<file path="config.mk">
export PLATFORM = sky130hd
export DESIGN_NAME = uart_rx_multi
export DESIGN_NICKNAME = d
export VERILOG_FILES = /design/src/rtl/uart_rx_multi.sv
export SDC_FILE = /design/constraint.sdc
export NUM_CORES = 1
export LEC_CHECK = 0
export BUFFER_PORTS_ARGS = -buffer_cell sky130_fd_sc_hd__buf_4
export CAP_MARGIN = 20
export CORE_MARGIN = 5
export CORE_UTILIZATION = 25
export CTS_CLUSTER_DIAMETER = 50
export CTS_CLUSTER_SIZE = 8
export DETAILED_ROUTE_END_ITERATION = 7
export GPL_TIMING_DRIVEN = 0
export PLACE_DENSITY = 0.43
export SLEW_MARGIN = 10
export SYNTH_ARGS = -nofsm -noshare
export SYNTH_HDL_FRONTEND = slang
export SYNTH_SLANG_ARGS = --single-unit
export TNS_END_PERCENT = 50
</file>
<file path="constraint.sdc">
create_clock -name clk_i -period 8.3 [get_ports clk_i]
set_clock_uncertainty 0.2 [all_clocks]
set_input_delay 0.415 -clock clk_i [delete_from_list [all_inputs] [get_ports clk_i]]
set_output_delay 0.415 -clock clk_i [all_outputs]
set_load 0.03 [all_outputs]
</file>
<file path="src/rtl/uart_rx_multi.sv">
// uart_rx_multi: oversampling UART receiver with runtime character format
// (5..MAX_DATA_W data bits, optional odd/even parity, one or two stop bits),
// valid/ready output handshake, overrun and break reporting.
// Optional feature: define UART_RX_MAJORITY_VOTE_EN to decide each bit by a
// 2-of-3 vote around mid-bit instead of a single mid-bit sample.
module uart_rx_multi #(
  parameter int MAX_DATA_W   = 9,
  parameter int OVERSAMPLE   = 16,
  parameter int SAMPLE_CNT_W = 5
) (
  input  logic                  clk_i,
  input  logic                  rst_ni,
  input  logic                  baud_en_i,
  input  logic                  rx_en_i,
  input  logic                  uart_rx_i,
  input  logic [5:0]            rx_conf_i,
  output logic [MAX_DATA_W-1:0] rx_data_o,
  output logic                  rx_valid_o,
  input  logic                  rx_ready_i,
  output logic                  rx_busy_o,
  output logic                  rx_parity_err_o,
  output logic                  rx_frame_err_o,
  output logic                  rx_overrun_o,
  output logic                  rx_break_o
);

  localparam logic [2:0] ST_OFF    = 3'd0;
  localparam logic [2:0] ST_IDLE   = 3'd1;
  localparam logic [2:0] ST_START  = 3'd2;
  localparam logic [2:0] ST_DATA   = 3'd3;
  localparam logic [2:0] ST_PARITY = 3'd4;
  localparam logic [2:0] ST_STOP   = 3'd5;

  localparam int IDX_W = $clog2(MAX_DATA_W);
  localparam logic [SAMPLE_CNT_W-1:0] CNT_LAST = SAMPLE_CNT_W'(OVERSAMPLE - 1);

  // Latched configuration fields: {data_code[2:0], stop2, parity_odd, parity_en}
  logic [5:0]              conf_reg;
  logic [2:0]              state_reg;
  logic [SAMPLE_CNT_W-1:0] cnt_reg;
  logic [SAMPLE_CNT_W-1:0] cnt_next;
  logic [IDX_W-1:0]        bit_idx_reg;
  logic                    stop_idx_reg;
  logic [MAX_DATA_W-1:0]   shift_reg;
  logic                    bit_reg;
  logic                    par_bit_reg;
  logic                    any_one_reg;
  logic                    frame_acc_reg;
  logic                    brk_wait_reg;

  logic [MAX_DATA_W-1:0]   data_out_reg;
  logic                    valid_reg;
  logic                    perr_reg;
  logic                    ferr_reg;
  logic                    ovr_reg;
  logic                    brk_reg;

  logic                    bit_val;
  logic                    at_sample;
  logic                    at_end;
  logic [3:0]              code_bits;
  logic [3:0]              nbits;
  logic [IDX_W-1:0]        last_bit;
  logic [MAX_DATA_W-1:0]   bit_sel;
  logic                    frame_end;
  logic                    complete;
  logic                    is_break;
  logic                    parity_err;

`ifdef UART_RX_MAJORITY_VOTE_EN
  localparam logic [SAMPLE_CNT_W-1:0] CNT_SAMPLE = SAMPLE_CNT_W'(OVERSAMPLE/2);
  localparam logic [SAMPLE_CNT_W-1:0] CNT_VOTE_A = SAMPLE_CNT_W'(OVERSAMPLE/2 - 2);
  localparam logic [SAMPLE_CNT_W-1:0] CNT_VOTE_B = SAMPLE_CNT_W'(OVERSAMPLE/2 - 1);

  logic vote_a_reg;
  logic vote_b_reg;

  // Capture the two early votes; the third is the live line at the decision tick
  always_ff @(posedge clk_i) begin
    if (!rst_ni) begin
      vote_a_reg <= 1'b0;
      vote_b_reg <= 1'b0;
    end else if (baud_en_i) begin
      if (cnt_reg == CNT_VOTE_A) vote_a_reg <= uart_rx_i;
      if (cnt_reg == CNT_VOTE_B) vote_b_reg <= uart_rx_i;
    end
  end

  assign bit_val = (vote_a_reg & vote_b_reg) | (vote_a_reg & uart_rx_i) |
                   (vote_b_reg & uart_rx_i);
`else
  localparam logic [SAMPLE_CNT_W-1:0] CNT_SAMPLE = SAMPLE_CNT_W'(OVERSAMPLE/2 - 1);

  assign bit_val = uart_rx_i;
`endif

  assign at_sample = (cnt_reg == CNT_SAMPLE);
  assign at_end    = (cnt_reg == CNT_LAST);
  assign cnt_next  = at_end ? '0 : cnt_reg + 1'b1;

  // Character length from the latched code, clamped to the data port width
  always_comb begin
    code_bits = 4'd5 + {1'b0, conf_reg[5:3]};
    nbits     = (code_bits > 4'(MAX_DATA_W)) ? 4'(MAX_DATA_W) : code_bits;
    last_bit  = IDX_W'(nbits - 4'd1);
  end

  // One-hot write enable for the data bit currently being received
  for (genvar gi = 0; gi < MAX_DATA_W; gi++) begin : g_bit_sel
    assign bit_sel[gi] = (bit_idx_reg == IDX_W'(gi));
  end

  // A frame ends on the tick that closes the last stop bit
  assign frame_end  = baud_en_i && rx_en_i && (state_reg == ST_STOP) && !brk_wait_reg &&
                      at_end && (stop_idx_reg == conf_reg[2]);
  assign complete   = frame_end && any_one_reg;
  assign is_break   = frame_end && !any_one_reg;
  assign parity_err = conf_reg[0] && ((^shift_reg ^ par_bit_reg) != conf_reg[1]);

  // Receive FSM: all progress is gated by the oversample tick
  always_ff @(posedge clk_i) begin
    if (!rst_ni) begin
      state_reg     <= ST_OFF;
      cnt_reg       <= '0;
      bit_idx_reg   <= '0;
      stop_idx_reg  <= 1'b0;
      conf_reg      <= '0;
      shift_reg     <= '0;
      bit_reg       <= 1'b0;
      par_bit_reg   <= 1'b0;
      any_one_reg   <= 1'b0;
      frame_acc_reg <= 1'b0;
      brk_wait_reg  <= 1'b0;
    end else if (baud_en_i) begin
      if (!rx_en_i) begin
        state_reg    <= ST_OFF;
        cnt_reg      <= '0;
        brk_wait_reg <= 1'b0;
      end else begin
        case (state_reg)
          ST_OFF: state_reg <= ST_IDLE;
          ST_IDLE: begin
            conf_reg <= rx_conf_i;
            cnt_reg  <= '0;
            if (!uart_rx_i) state_reg <= ST_START;
          end
          ST_START: begin
            cnt_reg <= cnt_next;
            if (at_sample) bit_reg <= bit_val;
            if (at_end) begin
              if (bit_reg) begin
                state_reg <= ST_IDLE;
              end else begin
                state_reg     <= ST_DATA;
                bit_idx_reg   <= '0;
                shift_reg     <= '0;
                par_bit_reg   <= 1'b0;
                any_one_reg   <= 1'b0;
                frame_acc_reg <= 1'b0;
              end
            end
          end
          ST_DATA: begin
            cnt_reg <= cnt_next;
            if (at_sample) begin
              shift_reg   <= (shift_reg & ~bit_sel) | (bit_sel & {MAX_DATA_W{bit_val}});
              any_one_reg <= any_one_reg | bit_val;
            end
            if (at_end) begin
              if (bit_idx_reg == last_bit) begin
                state_reg    <= conf_reg[0] ? ST_PARITY : ST_STOP;
                stop_idx_reg <= 1'b0;
              end else begin
                bit_idx_reg <= bit_idx_reg + 1'b1;
              end
            end
          end
          ST_PARITY: begin
            cnt_reg <= cnt_next;
            if (at_sample) begin
              par_bit_reg <= bit_val;
              any_one_reg <= any_one_reg | bit_val;
            end
            if (at_end) begin
              state_reg    <= ST_STOP;
              stop_idx_reg <= 1'b0;
            end
          end
          ST_STOP: begin
            if (brk_wait_reg) begin
              // Break seen: stay here until the line returns high
              if (uart_rx_i) begin
                state_reg    <= ST_IDLE;
                brk_wait_reg <= 1'b0;
              end
            end else begin
              cnt_reg <= cnt_next;
              if (at_sample) begin
                if (!bit_val) frame_acc_reg <= 1'b1;
                any_one_reg <= any_one_reg | bit_val;
              end
              if (at_end) begin
                if (stop_idx_reg == conf_reg[2]) begin
                  if (any_one_reg) state_reg <= ST_IDLE;
                  else             brk_wait_reg <= 1'b1;
                end else begin
                  stop_idx_reg <= 1'b1;
                end
              end
            end
          end
          default: state_reg <= ST_OFF;
        endcase
      end
    end
  end

  // Output holding register with valid/ready handshake, overrun and break pulses
  always_ff @(posedge clk_i) begin
    if (!rst_ni) begin
      data_out_reg <= '0;
      valid_reg    <= 1'b0;
      perr_reg     <= 1'b0;
      ferr_reg     <= 1'b0;
      ovr_reg      <= 1'b0;
      brk_reg      <= 1'b0;
    end else begin
      ovr_reg <= 1'b0;
      brk_reg <= is_break;
      if (valid_reg && rx_ready_i) valid_reg <= 1'b0;
      if (complete) begin
        if (!valid_reg || rx_ready_i) begin
          data_out_reg <= shift_reg;
          perr_reg     <= parity_err;
          ferr_reg     <= frame_acc_reg;
          valid_reg    <= 1'b1;
        end else begin
          ovr_reg <= 1'b1;
        end
      end
    end
  end

  assign rx_data_o       = data_out_reg;
  assign rx_valid_o      = valid_reg;
  assign rx_parity_err_o = perr_reg;
  assign rx_frame_err_o  = ferr_reg;
  assign rx_overrun_o    = ovr_reg;
  assign rx_break_o      = brk_reg;
  assign rx_busy_o       = (state_reg == ST_START) || (state_reg == ST_DATA) ||
                           (state_reg == ST_PARITY) || (state_reg == ST_STOP);

endmodule

</file>
==> metrics.md <==
| Metric | Value |
|---|---|
| Status | `finished clean` |
| R2R depth | `9` |
| Crit path arrival time | `3.14 ns` |
| DR iter-0 viols | `131` |
| DR WL met2 | `3240 um` |
| Num ports | `27` |
| Post_cts resized | `0` |
| Worst setup path startpoint | `conf_reg[3]` |
| CTS buffer count | `5` |
| CP max stage delay | `0.69 ns` |
| Post-Syn Area per Cell | `8.10 um2` |
| Fin. max-slew vios | `0` |
| Max Used Layer | `met4` |
| Setup Buffers After CTS | `0` |
| Final wirelength | `6900 um` |
| Vias in the first global route | `2268` |
| Fin area | `2990 um2` |
| H-tree levels | `2` |
| Hold Path End | `brk_wait_reg` |
| CP max FO | `7` |
| CP bufs+invs | `0` |
| Worst EP required | `8.33 ns` |
| Period Utilization, post-route | `37.4%` |
| Global Route Usage Sum | `11.6%` |
| Final Hold Fails | `0` |
| First-pass GRT wire length | `11800 um` |
| Clk pin slew, worst setup/hold paths | `0.10 ns` |
| Antenna Cells | `0` |
| Ys Warns | `0` |
| Hold depth | `2` |
| Syn Inst Count | `313` |
| Initial Util | `25.8%` |
| Met3 wire len | `250 um` |
| Worst VDD drop | `0.0500 mV` |
| GP Congestion | `0.810` |
| Post-route ant nets | `0` |
| Largest net degree at the start of global routing | `15` |
| Hold slack final | `0.126 ns` |
| Final net count | `364` |
| Ys flop type | `dfxtp_1` |
| Core Area | `9820 um2` |
| Top cell type's share of synthesized area | `37.1%` |
| CTS Sinks | `47` |
| Area contributors post-synth | `dfxtp_1 (37%), a21oi_1 (6.5%), mux2i_1 (6.3%)` |
| Syn_nets | `333` |
| Die area | `12300 um2` |
| Pwr Density | `138 nW/um2` |
| Antenna violations before repair | `0` |
| CTS max path bufs | `2` |
| Hold buffer count at cts | `0` |
| Max Cap Viol | `0` |
| DRC viols | `0` |
| Setup TNS | `0 ns` |
| Clock latency on the worst-skew pair | `0.31 ns` |
| Die Ht | `111 um` |
| Worst slew pin tran | `0.698 ns` |
| Lkg Pwr | `1.11 nW` |
| FFs w/ async S/R, synth | `0%` |
| CP endpoint kind | `flip-flop` |
| Cell area after synthesis | `2530 um2` |
| Die width | `111 um` |
| Tmin final | `3.10 ns` |
| Via/cell ratio | `4.86` |
| HPWL after DPL | `5100 um` |
| R2r endpoint | `bit_idx_reg[3]` |
| Hold Path Class | `input pin to flip-flop` |
| CP max stage cell | `o311ai_1` |
| Startpoint types | `flip-flop` |
| Worst slew margin | `52.7%` |
| Placed instance area | `2880 um2` |
| DR pass1 iterations | `4` |
| Site Rows | `36` |
| Max Clk Rate | `322 MHz` |
| Wire length per cell | `14.4 um` |
| Met1 WL | `3320 um` |
| Cell family with most CP delay | `compound AO/OA/AOI/OAI gates` |
| Stages on worst setup path | `9` |
| Root Buffer | `clkbuf_8` |
| WS Path Type | `flip-flop to flip-flop` |
| Worst r2r src | `conf_reg[3]` |
| Layout cell share with drive strength beyond 1 | `11.9%` |
| Final core utilization | `30.4%` |
| Post-synth top area cell | `dfxtp_1` |
| Number of synthesized flops with an enable pin | `0` |
| FF+latch count, synth | `47` |
| Count of cell types in the netlist | `50` |
| CTS tree | `yes` |
| Total congestion overflow | `0` |
| RSZ-0062 raised after global routing | `no` |
| Synth-to-Final Area Change | `17.8%` |
| CP cell instances | `ha_1 > o311ai_0 > ha_1 > xor2_1 > xnor2_1 > o311ai_1 > o311ai_1 > o21ai_0 > a21oi_1` |
| R2r setup slk | `5.20 ns` |
| Vias | `2323` |
| I/O Buffers | `23` |
| Final setup vio count | `0` |
| Hold Startpoint | `baud_en_i` |
| Post-synthesis sequential area ratio | `37.1%` |
==> cell families (layout without fill, tap and decap cells) <==
family	count (synthesis)	after routing	synth area share, %
and+or+nand+nor	116	116	23.6
DFF	47	47	37.1
adders and majority gates	8	8	3.95
xor gates and xnor gates	16	16	5.53
buffers and inverters	29	61	4.39
AOI/OAI and AO/OA	80	80	18.5
muxes	17	17	6.91
==> synth_stat cells (3+ instances only) <==
cell type	number
dfxtp_1	47
nor2_1	41
a21oi_1	33
nand2_1	21
o21ai_0	20
mux2i_1	16
clkbuf_1	13
inv_1	13
xnor2_1	10
nand3_1	9
ha_1	8
a31oi_1	7
nor2b_1	6
nor3_1	6
xor2_1	6
nand2b_1	4
nand4_1	4
nor4_1	4
or3_1	4
nor3b_1	3
==> cells in the final DEF (no fill, tap or decap), types with 6 or more instances in the layout <==
cell | Yosys | layout
xor2_1 | 6 | 6
nor3_1 | 6 | 6
a31oi_1 | 7 | 7
buf_4 | 0 | 24
nand3_1 | 9 | 9
clkbuf_1 | 13 | 13
inv_1 | 13 | 13
nor2_1 | 41 | 41
ha_1 | 8 | 8
o21ai_0 | 20 | 20
dfxtp_1 | 47 | 47
a21oi_1 | 33 | 33
nand2_1 | 21 | 21
mux2i_1 | 16 | 16
clkbuf_8 | 0 | 7
xnor2_1 | 10 | 10
nor2b_1 | 6 | 6
==> metal layers <==
metal	vias up	track usage (%)
met5	-	0
li1	1176	-
met4	0	4.02
met3	7	2.13
met2	39	18.7
met1	1101	15.6
==> layout make-up <==
| type | instances | area, um2 |
|---|---|---|
| Inverter | 14 | 52.6 |
| Buffer | 15 | 58.8 |
| Multi-Input combinational cell | 237 | 1480 |
| Clock inverter | 1 | 7.51 |
| Timing Repair Buffer | 24 | 180 |
| Sequential cell | 47 | 941 |
| Tap cell | 133 | 166 |
| Fill cell | 1107 | 6830 |
| Clock buffer | 7 | 96.3 |
==> metrics by stage <==
step / power (mW) / worst slack (ns) / cells
floorplan: 0.249 / 5.69 / 313
global placement: 0.260 / 5.29 / 469
detailed placement: 0.260 / 5.20 / 470
CTS: 0.420 / 5.17 / 478
global route: 0.431 / 4.89 / 478
finish: 0.413 / 5.20 / 478
==> report_power, final <==
| group | internal (mW) | switching, mW | total (mW) |
|---|---|---|---|
| Clock | 0.0759 | 0.0824 | 0.158 |
| Combinational | 0.00882 | 0.0185 | 0.0274 |
| Sequential | 0.226 | 0.00118 | 0.227 |
==> worst max-delay path by stage <==
| stage | endpoint | slack (ns) |
|---|---|---|
| floorplan | state_reg[0] | 5.69 |
| global placement | rx_data_o[7] | 5.29 |
| detailed placement | bit_idx_reg[3] | 5.20 |
| CTS | bit_idx_reg[3] | 5.17 |
| global route | bit_idx_reg[3] | 4.89 |
| finish | bit_idx_reg[3] | 5.20 |
(Power assumes the default switching activity.)
